$ cat src/rtl/multicycle_control.sv
// Multicycle sequencer: FETCH/DECODE/EXEC/MEM_ADDR/MEM_ACC/WB/BRANCH, 3-5 cycles per instruction.
// Latency grows by one cycle per mem_ready=0 cycle in FETCH or MEM_ACC; strobes hold while stalled.
module multicycle_control #(
  parameter int CNT_W = 32
) (
  input  logic             clk,
  input  logic             rst,
  input  logic             run,
  input  logic [31:0]      instr,
  input  logic             zero,
  input  logic             mem_ready,
  output logic [1:0]       imm_src,
  output logic             ir_write,
  output logic             pc_write,
  output logic             pc_src,
  output logic             addr_src,
  output logic             addr_write,
  output logic             mem_read,
  output logic             mem_write,
  output logic             alu_src_b,
  output logic             reg_write,
  output logic             result_src,
  output logic             fault,
  output logic [3:0]       state,
  output logic [CNT_W-1:0] retired
);

  typedef enum logic [3:0] {
    S_IDLE     = 4'd0,
    S_FETCH    = 4'd1,
    S_DECODE   = 4'd2,
    S_EXEC     = 4'd3,
    S_MEM_ADDR = 4'd4,
    S_MEM_ACC  = 4'd5,
    S_WB       = 4'd6,
    S_BRANCH   = 4'd7,
    S_FAULT    = 4'd8
  } state_t;

  state_t     cur_state;
  state_t     nxt_state;
  logic       imm_q;
  logic       load_q;
  logic       cond_q;
  logic       retire;
  logic [1:0] op;

  assign op    = instr[27:26];
  assign state = cur_state;

  logic unused_instr;
  assign unused_instr = ^{instr[31:28], instr[23:21], instr[19:0]};

  always_ff @(posedge clk or posedge rst) begin
    if (rst) begin
      cur_state <= S_IDLE;
      imm_q     <= 1'b0;
      load_q    <= 1'b0;
      cond_q    <= 1'b0;
      imm_src   <= 2'd0;
      retired   <= '0;
      fault     <= 1'b0;
    end else begin
      cur_state <= nxt_state;
      if (cur_state == S_DECODE) begin
        imm_q   <= instr[25];
        // Only a MEM op may steer the result mux to memory data in WB.
        load_q  <= (op == 2'b01) && instr[20];
        cond_q  <= instr[24];
        imm_src <= op;
      end
      if (retire) begin
        retired <= retired + CNT_W'(1);
      end
      if (nxt_state == S_FAULT) begin
        fault <= 1'b1;
      end
    end
  end

  always_comb begin
    nxt_state  = cur_state;
    retire     = 1'b0;
    ir_write   = 1'b0;
    pc_write   = 1'b0;
    pc_src     = 1'b0;
    addr_src   = 1'b0;
    addr_write = 1'b0;
    mem_read   = 1'b0;
    mem_write  = 1'b0;
    alu_src_b  = 1'b0;
    reg_write  = 1'b0;
    result_src = 1'b0;

    case (cur_state)
      S_IDLE: begin
        if (run) begin
          nxt_state = S_FETCH;
        end
      end
      S_FETCH: begin
        mem_read = 1'b1;
        if (mem_ready) begin
          ir_write  = 1'b1;
          pc_write  = 1'b1;
          nxt_state = S_DECODE;
        end
      end
      S_DECODE: begin
        case (op)
          2'b00:   nxt_state = S_EXEC;
          2'b01:   nxt_state = S_MEM_ADDR;
          2'b10:   nxt_state = S_BRANCH;
          default: nxt_state = S_FAULT;
        endcase
      end
      S_EXEC: begin
        alu_src_b = imm_q;
        nxt_state = S_WB;
      end
      S_MEM_ADDR: begin
        alu_src_b  = 1'b1;
        addr_write = 1'b1;
        nxt_state  = S_MEM_ACC;
      end
      S_MEM_ACC: begin
        addr_src  = 1'b1;
        mem_read  = load_q;
        mem_write = !load_q;
        if (mem_ready) begin
          if (load_q) begin
            nxt_state = S_WB;
          end else begin
            retire = 1'b1;
          end
        end
      end
      S_WB: begin
        reg_write  = 1'b1;
        result_src = load_q;
        retire     = 1'b1;
      end
      S_BRANCH: begin
        if (!cond_q || zero) begin
          pc_write = 1'b1;
          pc_src   = 1'b1;
        end
        retire = 1'b1;
      end
      S_FAULT: begin
        nxt_state = S_FAULT;
      end
      default: begin
        nxt_state = S_IDLE;
      end
    endcase

    // run is only consulted at the retire edge, so a drop never aborts.
    if (retire) begin
      nxt_state = run ? S_FETCH : S_IDLE;
    end
  end

endmodule

$ cat config.mk
export PLATFORM = sky130hd
export DESIGN_NAME = multicycle_control
export DESIGN_NICKNAME = d
export VERILOG_FILES = /design/src/rtl/multicycle_control.sv
export SDC_FILE = /design/constraint.sdc
export NUM_CORES = 1
export LEC_CHECK = 0
export CORE_AREA = 5 5 78 80
export CTS_BUF_LIST = sky130_fd_sc_hd__clkbuf_2
export CTS_CLUSTER_SIZE = 28
export DETAILED_ROUTE_END_ITERATION = 16
export DIE_AREA = 0 0 83 85
export HOLD_SLACK_MARGIN = 0.06
export PLACE_DENSITY = 0.74
export SLEW_MARGIN = 0
export SYNTH_ARGS = -nofsm -noshare
export SYNTH_HDL_FRONTEND = slang
export SYNTH_SLANG_ARGS = --single-unit
export TNS_END_PERCENT = 100
$ cat constraint.sdc
create_clock -name clk -period 2.3 [get_ports clk]
set_input_delay 0.23 -clock clk [delete_from_list [all_inputs] [get_ports clk]]
set_output_delay 0.23 -clock clk [all_outputs]
set_load 0.02 [all_outputs]
==> results_tabular.tex <==
\begin{tabular}{lr}
\hline
Metric & Value \\
\hline
\multicolumn{2}{l}{\textbf{Status}} \\
\quad Status & finished clean \\
\multicolumn{2}{l}{\textbf{Pwr}} \\
\quad Design Power & 2.499 mW \\
\quad Leakage Power & 1.329 nW \\
\quad Ratio of total power to cell area & 866.6 nW/µm² \\
\quad Peak supply drop & 576.7 µV \\
\multicolumn{2}{l}{\textbf{Route}} \\
\quad Remaining number of nets flagged by the antenna check after routing & 0 \\
\quad Length of the first detailed-routing pass in iterations & 4 \\
\quad Detailed Route Iter0 Violations & 84 \\
\quad Vias after detailed routing & 1661 \\
\quad DR WL/cell & 13.48 µm \\
\quad Drt drc & 0 \\
\quad Routed via count divided by cell count & 4.914 \\
\quad Aggregate routed wire length & 4555 µm \\
\multicolumn{2}{l}{\textbf{Hold path}} \\
\quad Type of the most critical hold path & in -> async \\
\multicolumn{2}{l}{\textbf{STA}} \\
\quad Final TNS setup & 0 ns \\
\quad Count of endpoints failing setup in the final report & 0 \\
\quad Max Clk Rate & 0.4625 GHz \\
\quad Setup repair after global routing missed its margin & no \\
\quad Clock skew & 0.02164 ns \\
\quad Worst rel slew slack & 0.6469 \\
\quad Final number of hold-violating endpoints & 0 \\
\quad Final worst path period share & 0.9400 \\
\quad Time the final worst path needs with I/O delays and setup & 2.162 ns \\
\quad Slew @ Worst Pin & 0.5297 ns \\
\quad Worst hold margin & 0.2439 ns \\
\quad Max Slew Vio Count & 0 \\
\multicolumn{2}{l}{\textbf{Floorplan}} \\
\quad Number of primary I/O pins & 86 \\
\quad Die Y & 85 µm \\
\quad Area inside the core boundary & 5338 µm² \\
\quad Horizontal die dimension & 83 µm \\
\quad Floorplan die area & 7055 µm² \\
\quad Initial cell density of the core & 0.3858 \\
\quad Row count & 27 \\
\multicolumn{2}{l}{\textbf{Synth}} \\
\quad \#FFs+latches synth & 42 \\
\quad Synthesized area divided by synthesized cell count & 10.67 µm² \\
\quad Number of synthesized flops with an enable pin & 0 \\
\quad Cells after Synth & 193 \\
\quad Async SR Flop Fraction & 1.000 \\
\quad Part of the Yosys area used for sequential elements & 0.5103 \\
\quad Synthesized netlist net count & 235 \\
\quad Post-synthesis instance area & 2059 µm² \\
\quad Main flop type after synthesis & dfrtp\_1 \\
\quad Number of warning messages in the yosys log & 0 \\
\quad Netlist cell types & 40 \\
\multicolumn{2}{l}{\textbf{Clock tree}} \\
\quad Clock net sink count & 42 \\
\quad Total of hold buffers inserted after clock tree synthesis & 0 \\
\quad CTS tree & built \\
\quad Clock network latency to the later pin of the worst-skew pair & 0.38 ns \\
\quad Cell at the root of the clock tree & clkbuf\_2 \\
\quad Cts bufs inserted & 5 \\
\quad Clock slew at reported path FFs & 0.21 ns \\
\quad Count of H-tree levels built during CTS & 2 \\
\quad Worst-case clock buffer depth & 2 \\
\multicolumn{2}{l}{\textbf{Final layout}} \\
\quad Design area & 2884 µm² \\
\quad Layout Nets & 307 \\
\quad Area overhead of the layout relative to synthesis & 40.04\% \\
\quad Core utilization of the finished layout & 0.5403 \\
\quad Number of antenna cells inserted & 0 \\
\quad Layout cells sized above 1 & 0.1391 \\
\multicolumn{2}{l}{\textbf{Global routing}} \\
\quad All-layer global routing usage & 0.1356 \\
\quad Number of global-route vias before repair & 1736 \\
\quad Global route total overflow & 0 \\
\quad Initial antenna violation count & 0 \\
\quad Wire length of the first global-routing pass & 8079 µm \\
\quad Largest net degree at the start of global routing & 43 \\
\multicolumn{2}{l}{\textbf{Setup path}} \\
\quad Worst-path cell chain & nand2b\_1, buf\_4, nor2\_1, clkdlybuf4s50\_1 \\
\quad Element type at the critical path start & register \\
\quad Worst endpoint required time & 2.07 ns \\
\quad Start point of the critical path & state[3]\$\_DFF\_PP0\_ \\
\quad Slowest stage cell on the critical path & clkdlybuf4s50\_1 \\
\quad Worst flop-to-flop path startpoint & state[2]\$\_DFF\_PP0\_ \\
\quad Number of buffer and inverter stages on the critical path & 2 \\
\quad Critical Path End Type & primary output \\
\quad Setup CP Type & reg -> out \\
\quad R2r worst-path depth & 6 \\
\quad Biggest fanout along the worst timing path & 5 \\
\quad CP Capture Point & addr\_src \\
\quad Data arrival, critical path & 1.93 ns \\
\quad Capture instance of the worst register-to-register path & retired[21]\$\_DFFE\_PP0P\_ \\
\quad Setup slack on the worst flop-to-flop path & 0.38 ns \\
\quad Top delay family on crit path & buffers and inverters \\
\quad Largest stage delay on the critical path & 0.62 ns \\
\quad Levels on crit path & 4 \\
\multicolumn{2}{l}{\textbf{Placed design}} \\
\quad Placed inst area & 2764 µm² \\
\quad Number of I/O port buffers & 58 \\
\quad Post-detailed-placement half-perimeter wirelength & 3375 µm \\
\quad Placer's final routability congestion estimate & 0.7979 \\
\multicolumn{2}{l}{\textbf{Run}} \\
\quad Number of max-cap violations & 0 \\
\hline
\end{tabular}
==> cell usage after synthesis, types with 2 or more instances <==
cell type,count,area share
o21ai_0,5,0.012
nor3_1,11,0.027
a21oi_1,2,0.0049
mux2_2,5,0.027
nand3_1,6,0.015
nand2b_1,4,0.012
xor2_1,6,0.026
nor2_1,16,0.029
dfrtp_1,42,0.51
clkbuf_1,3,0.0055
nor3_4,2,0.016
xnor2_1,25,0.11
nand4_1,8,0.024
and3_1,6,0.018
nand2_1,14,0.026
ha_1,5,0.030
inv_1,9,0.016
or3_4,2,0.011
==> state kept, by name, summed over array words and instances, names as in the netlist <==
name     flops
imm_q        1
imm_src      2
cond_q       1
retired     32
load_q       1
state        4
fault        1
==> report_power, final <==
part	switching, mW	total (mW)	leakage, nW	internal, mW
registers	0.101	0.959	0.544	0.858
clock network	0.228	0.422	0.0432	0.194
logic	0.590	1.12	0.742	0.529
==> logic make-up after synthesis <==
| kind of cell | Yosys count | synth area share |
|---|---|---|
| adder cells (fa/ha/maj) | 5 | 0.03038 |
| buffers and inverters | 13 | 0.02552 |
| flip-flops | 42 | 0.5103 |
| multiplexers | 5 | 0.02734 |
| AND/OR/NAND/NOR | 82 | 0.2272 |
| XOR/XNOR | 31 | 0.1318 |
| AO/OA/AOI/OAI | 15 | 0.04740 |
==> per-layer routing <==
layer,vias to the layer above,part of all wire,track usage
met5,-,0,0
met4,0,0.010,0.02377
met3,7,0.070,0.04660
met2,60,0.49,0.2354
met1,794,0.43,0.1655
li1,800,-,-
==> cell usage in the layout (no fill, tap or decap), drive strengths merged, types with 2 or more instances in the layout <==
master / count
o21ai: 5
clkbuf: 7
ha: 5
a21oi: 2
or3: 2
nor2: 17
nand3: 7
nand2b: 4
dfrtp: 42
dlymetal6s2s: 3
xor2: 6
nand2: 14
nand4: 8
and2: 2
buf: 11
clkdlybuf4s50: 51
inv: 9
xnor2: 25
mux2: 5
and3: 6
nor3: 14
dlygate4sd2: 4
==> through the flow <==
step	worst slack (ns)	instances
after global routing	0.0006197	338
after CTS	-0.06298	334
after floorplan	0.07788	193
after global placement	0.1725	326
final	0.1379	338
after detailed placement	0.1256	326
==> worst min-delay path by stage <==
stage / start / end / slack (ns) / cells past startpoint
6_report: rst / retired[9]$_DFFE_PP0P_ / 0.24 / 3
5_1_grt: rst / retired[9]$_DFFE_PP0P_ / 0.27 / 3
4_1_cts: rst / retired[18]$_DFFE_PP0P_ / 0.23 / 3
3_5_place_dp: fault$_DFFE_PP0N_ / fault$_DFFE_PP0N_ / 0.46 / 1
3_3_place_gp: fault$_DFFE_PP0N_ / fault$_DFFE_PP0N_ / 0.45 / 1
2_1_floorplan: instr[20] / load_q$_DFFE_PP0P_ / 0.38 / 2
==> worst min-delay path, delay by kind of cell <==
kind | cells | cell delay, ns
buffers and inverters | 3 | 0.89
==> layout make-up <==
class	instances	area, µm²
Sequential cell	42	1054
Fill cell	502	2454
Timing Repair Buffer	69	665.6
Clock inverter	1	30.03
Inverter	9	33.78
Tap cell	72	90.09
Multi-Input combinational cell	138	975.9
Clock buffer	7	35.03
==> repair_timing <==
action,in CTS,in global routing
gates cloned,0,0
resized for setup,8,4
pin swaps,0,0
endpoints found under the setup margin,9,6
setup buffers,0,4
No activity file was read; power rests on OpenSTA's default activity.
